===== config.mk =====
export PLATFORM = sky130hd
export DESIGN_NAME = spi_core_temporary
export DESIGN_NICKNAME = d
export VERILOG_FILES = /design/src/rtl/spi_core_temporary.sv
export SDC_FILE = /design/constraint.sdc
export NUM_CORES = 1
export LEC_CHECK = 0
export CAP_MARGIN = 20
export CORE_ASPECT_RATIO = 0.6
export CORE_UTILIZATION = 50
export CTS_BUF_LIST = sky130_fd_sc_hd__clkbuf_8
export DETAILED_ROUTE_END_ITERATION = 10
export GPL_ROUTABILITY_DRIVEN = 0
export GPL_TIMING_DRIVEN = 0
export PLACE_DENSITY_LB_ADDON = 0.1
export SLEW_MARGIN = 15
export SYNTH_ARGS = -nofsm -noshare
export SYNTH_HDL_FRONTEND = slang
export SYNTH_SLANG_ARGS = --single-unit

===== constraint.sdc =====
create_clock -name PCLK -period 2.2 [get_ports PCLK]
set_clock_uncertainty 0.2 [all_clocks]
set_input_delay 0.22 -clock PCLK [delete_from_list [all_inputs] [get_ports PCLK]]
set_output_delay 0.22 -clock PCLK [all_outputs]
set_load 0.05 [all_outputs]

===== src/rtl/spi_core_temporary.sv =====
// -----------------------------------------------------------------------------
// spi_core_temporary
//
// Bit-level SPI datapath. Serialises an 8-bit transmit byte onto mosi and
// assembles an 8-bit receive byte from miso. The surrounding controller/baud
// generator supplies single-cycle edge qualifiers (flag_* for the receive path,
// flags_* for the transmit path), the mode configuration (cpol, cpha, lsbfe)
// and slave select. No SCLK is produced here; everything runs on PCLK.
//
// Optional feature macro: SPI_CORE_TEMPORARY_DONE_EN
//   When defined, adds output byte_done: a registered one-cycle pulse raised on
//   the shift event that wraps the bit counter from 7 back to 0, marking the
//   end of a complete byte.
// -----------------------------------------------------------------------------
module spi_core_temporary (
    input  logic       PCLK,
    input  logic       PRESETn,
    input  logic       receive_data,
    input  logic       send_data,
    input  logic [7:0] data_mosi,
    input  logic       ss,
    input  logic       cpha,
    input  logic       cpol,
    input  logic       miso,
    input  logic       lsbfe,
    input  logic       flags_low,
    input  logic       flags_high,
    input  logic       flag_low,
    input  logic       flag_high,
    output logic [7:0] data_miso,
`ifdef SPI_CORE_TEMPORARY_DONE_EN
    output logic       byte_done,
`endif
    output logic       mosi
);

    logic [7:0] r_shift_reg;
    logic [7:0] r_temp_reg;
    logic [2:0] r_count;
    logic       r_mosi;

    logic       w_mode_sel;
    logic       w_launch;
    logic       w_shift;
    logic       w_sample;
    logic [2:0] w_idx;

    // Modes 1 and 2 (cpha != cpol) swap which SCLK edge launches and which
    // edge samples/shifts, so the flag pairs are simply crossed over.
    assign w_mode_sel = cpha ^ cpol;
    assign w_launch   = w_mode_sel ? flags_low  : flags_high;
    assign w_shift    = w_mode_sel ? flags_high : flags_low;
    assign w_sample   = w_mode_sel ? flag_high  : flag_low;

    // Bit position addressed by both transmit and receive paths. It is derived
    // from the pre-update count, so an event coinciding with the shift still
    // uses the current bit.
    assign w_idx = lsbfe ? r_count : (3'd7 - r_count);

    // Transmit holding register: reloaded every cycle send_data is high,
    // regardless of slave select.
    // NOTE: sequential state uses non-blocking (<=) assignments so every
    // register samples pre-edge values; blocking here would create order-
    // dependent races between the always_ff blocks.
    always_ff @(posedge PCLK or negedge PRESETn) begin
        if (!PRESETn) begin
            r_shift_reg <= 8'h00;
        end else if (send_data) begin
            r_shift_reg <= data_mosi;
        end
    end

    // Launch the addressed transmit bit onto mosi; mosi holds otherwise.
    always_ff @(posedge PCLK or negedge PRESETn) begin
        if (!PRESETn) begin
            r_mosi <= 1'b0;
        end else if (!ss && w_launch) begin
            r_mosi <= r_shift_reg[w_idx];
        end
    end

    // Capture miso into the addressed receive bit; other bits are untouched
    // and the byte is deliberately not cleared between transfers.
    always_ff @(posedge PCLK or negedge PRESETn) begin
        if (!PRESETn) begin
            r_temp_reg <= 8'h00;
        end else if (!ss && w_sample) begin
            r_temp_reg[w_idx] <= miso;
        end
    end

    // Bit counter: cleared while deselected, advanced on each shift event,
    // wrapping naturally from 7 to 0 at the end of a byte.
    always_ff @(posedge PCLK or negedge PRESETn) begin
        if (!PRESETn) begin
            r_count <= 3'd0;
        end else if (ss) begin
            r_count <= 3'd0;
        end else if (w_shift) begin
            r_count <= r_count + 3'd1;
        end
    end

`ifdef SPI_CORE_TEMPORARY_DONE_EN
    logic r_byte_done;

    // End-of-byte pulse: high for one cycle after the shift that wraps 7 -> 0.
    always_ff @(posedge PCLK or negedge PRESETn) begin
        if (!PRESETn) begin
            r_byte_done <= 1'b0;
        end else begin
            r_byte_done <= !ss && w_shift && (r_count == 3'd7);
        end
    end

    assign byte_done = r_byte_done;
`endif

    assign mosi      = r_mosi;
    assign data_miso = receive_data ? r_temp_reg : 8'h00;

endmodule


==> impl_metrics.prom <==
# TYPE chip_impl_metric gauge
chip_impl_metric{name="postSynthNetCount",unit=""} 136
chip_impl_metric{name="cts.path.max_buffers",unit=""} 2
chip_impl_metric{name="cellPowerDensity",unit="nW/µm²"} 797
chip_impl_metric{name="switching_power",unit="µW"} 443
chip_impl_metric{name="intPower",unit="µW"} 823
chip_impl_metric{name="die_outline_height",unit="µm"} 40.0
chip_impl_metric{name="remaining_drc_errors",unit=""} 0
chip_impl_info{name="worstPathCellList",value="clkbuf_1 -> nor3_1 -> nor2_1 -> nor4_1 -> mux2_2"} 1
chip_impl_metric{name="setup_slack_at_placement",unit="ns"} -0.0387
chip_impl_metric{name="setup_violations",unit=""} 0
chip_impl_metric{name="report.final.hold_viol_count",unit=""} 0
chip_impl_info{name="yosysTopAreaCell",value="dfrtp_1"} 1
chip_impl_metric{name="diodes",unit=""} 0
chip_impl_metric{name="layout-drive-gt1-share",unit="%"} 14.5
chip_impl_info{name="path_class",value="reg2reg"} 1
chip_impl_metric{name="boundaryPins",unit=""} 30
chip_impl_metric{name="drt_pre_antenna_iters",unit=""} 4
chip_impl_metric{name="r2r_setup_slack",unit="ns"} 0.07
chip_impl_metric{name="period_needed",unit="ns"} 2.13
chip_impl_metric{name="ys_ff_latch",unit=""} 20
chip_impl_metric{name="path_buf_inv",unit=""} 1
chip_impl_metric{name="cellLeakagePower",unit="nW"} 0.785
chip_impl_metric{name="grt_pass1_wl",unit="µm"} 3940
chip_impl_metric{name="clockPowerShare",unit="%"} 22.5
chip_impl_metric{name="synth-seq-area-share",unit="%"} 41.5
chip_impl_metric{name="ff2ff_path_depth",unit=""} 5
chip_impl_info{name="cts_root_buf",value="clkbuf_8"} 1
chip_impl_metric{name="avgViaCountPerCell",unit=""} 5.32
chip_impl_metric{name="core_area",unit="µm²"} 2230
chip_impl_metric{name="initial_core_util",unit="%"} 54.1
chip_impl_metric{name="detailed_placement_wirelength_estimate",unit="µm"} 1900
chip_impl_metric{name="placement.cell_area",unit="µm²"} 1510
chip_impl_info{name="outcome",value="finished clean"} 1
chip_impl_metric{name="cts-resized-gates",unit=""} 0
chip_impl_info{name="path_delay_family",value="simple AND/OR/NAND/NOR gates"} 1
chip_impl_metric{name="cts_hold_buf",unit=""} 0
chip_impl_metric{name="final.period_utilization",unit="%"} 97.0
chip_impl_metric{name="postSynthAreaPerCell",unit="µm²"} 10.6
chip_impl_metric{name="clock_latency",unit="ns"} 0.27
chip_impl_metric{name="synth.top_cell.area_share",unit="%"} 41.5
chip_impl_metric{name="timing.critical_path.slowest_cell_delay",unit="ns"} 0.47
chip_impl_metric{name="share_comb_of_total_power",unit="%"} 37.9
chip_impl_metric{name="cts_inserted_buffers",unit=""} 3
chip_impl_metric{name="maxSlewHeadroom",unit="%"} 40.5
chip_impl_metric{name="ant_nets",unit=""} 0
chip_impl_metric{name="vias_in_the_first_global_route",unit=""} 831
chip_impl_metric{name="area.growth.synth_to_final",unit="%"} 31.7
chip_impl_metric{name="die_area",unit="µm²"} 2620
chip_impl_metric{name="clkSinkCount",unit=""} 20
chip_impl_metric{name="finalWorstSetupSlack",unit="ns"} 0.0660
chip_impl_metric{name="layout.filler_cells",unit=""} 174
chip_impl_metric{name="io_buffers",unit=""} 27
chip_impl_info{name="worst_path_max_delay_cell",value="dfrtp_1"} 1
chip_impl_metric{name="track_usage",unit="%"} 21.4
chip_impl_metric{name="swShare",unit="%"} 35.0
chip_impl_metric{name="post-route-cell-area",unit="µm²"} 1590
chip_impl_metric{name="maximum_clock_rate",unit="MHz"} 469
chip_impl_metric{name="cell_area_synth",unit="µm²"} 1210
chip_impl_info{name="end_kind",value="flip-flop"} 1
chip_impl_info{name="worst_hold_path_type",value="in2async"} 1
chip_impl_metric{name="final_net_count",unit=""} 168
chip_impl_metric{name="overflow",unit=""} 0
chip_impl_info{name="unrepaired_setup_endpoints_after_global_routing",value="no"} 1
chip_impl_info{name="crit-reg2reg-launch",value="r_count[1]"} 1
chip_impl_metric{name="critPathRequiredTime",unit="ns"} 2.15
chip_impl_metric{name="layout.area.seq",unit="µm²"} 500
chip_impl_metric{name="fp-row-count",unit=""} 13
chip_impl_info{name="cts_tree",value="done"} 1
chip_impl_metric{name="cp.arrival",unit="ns"} 2.09
chip_impl_metric{name="clk_pin_slew_worst_paths",unit="ns"} 0.07
chip_impl_metric{name="synthDistinctLibCells",unit=""} 31
chip_impl_metric{name="power.share.sequential",unit="%"} 39.6
chip_impl_metric{name="max_cap_violations",unit=""} 0
chip_impl_metric{name="detail_route.iter0.violations",unit=""} 46
chip_impl_metric{name="worst_ir_drop_on_vdd",unit="V"} 0.000560
chip_impl_info{name="synth.top_cells.by_area",value="dfrtp_1 41%, mux2_2 9.3%, mux2i_1 7.5%, mux2_1 5.6%, and2_1 4.1%"} 1
chip_impl_metric{name="synthesis.yosys.warnings",unit=""} 0
chip_impl_metric{name="final_core_utilization",unit="%"} 71.3
chip_impl_metric{name="post_synthesis_cell_count",unit=""} 114
chip_impl_metric{name="post_detailed_route_wirelength_per_cell",unit="µm"} 14.3
chip_impl_metric{name="post_cts_buffers",unit=""} 0
chip_impl_metric{name="critPathMaxFanout",unit=""} 10
chip_impl_metric{name="antenna_found_initial",unit=""} 0
chip_impl_metric{name="routed_wl",unit="µm"} 2500
chip_impl_metric{name="combined_area_of_the_multi_input_logic_cells",unit="µm²"} 667
chip_impl_metric{name="fp.dieW",unit="µm"} 65.4
chip_impl_info{name="worstReg2RegEnd",value="r_temp_reg[6]"} 1
chip_impl_metric{name="maximum_number_of_pins_on_one_net_before_global_route_repair",unit=""} 21
chip_impl_info{name="crit_path_start",value="r_count[1]"} 1
chip_impl_metric{name="timing_worst_slew_pin_value",unit="ns"} 0.889
chip_impl_info{name="critPathLaunchType",value="flip-flop"} 1
chip_impl_metric{name="dr_total_vias",unit=""} 931
chip_impl_metric{name="finalMaxSlewViolations",unit=""} 0
chip_impl_metric{name="cts_htree_levels",unit=""} 1
layout make-up:
type                       instances  share of cell area, %
buffer                             7                   1.97
clock buffer                       4                   3.46
inverter                           2                  0.472
multi-input combinational         85                   42.0
sequential                        20                   31.5
tap                               30                   2.36
timing repair buffer              27                   18.3
synth_stat cells:
master      n
a2111oi_0   1
a211o_1     1
a21oi_1     4
a221oi_1    1
a22oi_1     1
and2_1      8
and3_1      1
and3b_1     1
buf_2       4
clkbuf_1    3
dfrtp_1    20
ha_1        1
inv_1       2
mux2_1      6
mux2_2     10
mux2i_1     9
mux2i_2     1
nand2b_1    4
nand3_1     3
nand3b_1    2
nor2_1      5
nor2b_1     6
nor3_1      1
nor4_1      8
o21ai_0     3
o22ai_1     2
or3_1       1
or3b_2      1
xnor2_1     1
xnor2_2     1
xor2_1      2
layout by cell type (no fill, tap or decap), types with 2 or more instances in the layout:
cell and n:
dfrtp_1 20, clkdlybuf4s50_1 19, mux2_2 10, mux2i_1 9, and2_1 8, nor4_1 8
dlymetal6s2s_1 8, nor2b_1 6, mux2_1 6, nor2_1 5, buf_2 4, a21oi_1 4
nand2b_1 4, clkbuf_8 4, clkbuf_1 3, nand3_1 3, o21ai_0 3, xor2_1 2
inv_1 2, o22ai_1 2, nand3b_1 2
worst reg2reg max path, stage by stage (launching register included):
cell and delay, ns:
dfrtp_1 0.47, clkbuf_1 0.26, nor3_1 0.22, nor2_1 0.09, nor4_1 0.40, mux2_2 0.38
kinds of logic (layout without fill, tap and decap cells):
logic type	Yosys count	after routing	synth area share [%]
and+or+nand+nor	41	41	20.4
muxes	26	26	23.5
AOI/OAI and AO/OA	13	13	6.74
buffers and inverters	9	40	3.22
adders and majority gates	1	1	1.04
xor gates and xnor gates	4	4	3.53
DFF	20	20	41.5
layer usage:
layer	wire, µm	vias to the layer above	part of all wire [%]	GRT usage [%]
met5	0	-	0	0
met4	23	0	0.92	6.52
met3	146	5	5.8	6.25
met2	976	22	39	30.2
met1	1350	428	54	31.4
li1	-	476	-	-
worst max-delay path by stage:
stage	depth (start not counted)	slack, ns	endpoint
6_report	5	0.07	r_temp_reg[6]
5_1_grt	5	0.007	r_temp_reg[6]
4_1_cts	3	0.01	data_miso[6]
3_5_place_dp	5	-0.04	r_temp_reg[6]
3_3_place_gp	5	0.01	r_temp_reg[0]
2_1_floorplan	5	0.41	r_temp_reg[6]
power groups by stage:
| stage | logic [mW] | clock network [mW] | registers, mW |
|---|---|---|---|
| CTS | 0.488 | 0.293 | 0.500 |
| finish | 0.480 | 0.284 | 0.501 |
| detailed placement | 0.486 | 0 | 0.508 |
| global route | 0.514 | 0.299 | 0.512 |
| floorplan | 0.318 | 0 | 0.513 |
| global placement | 0.477 | 0 | 0.502 |
per-stage QoR:
| stage | TNS [ns] | power (mW) | instances | hold WS (ns) |
|---|---|---|---|---|
| 4_1_cts | 0 | 1.28 | 175 | 0.263 |
| 2_1_floorplan | 0 | 0.831 | 114 | -0.276 |
| 3_5_place_dp | -0.114 | 0.993 | 171 | 0.274 |
| 3_3_place_gp | 0 | 0.979 | 171 | 0.263 |
| 5_1_grt | 0 | 1.32 | 175 | 0.288 |
| 6_report | 0 | 1.27 | 175 | 0.255 |
No activity file was read; power rests on OpenSTA's default activity.
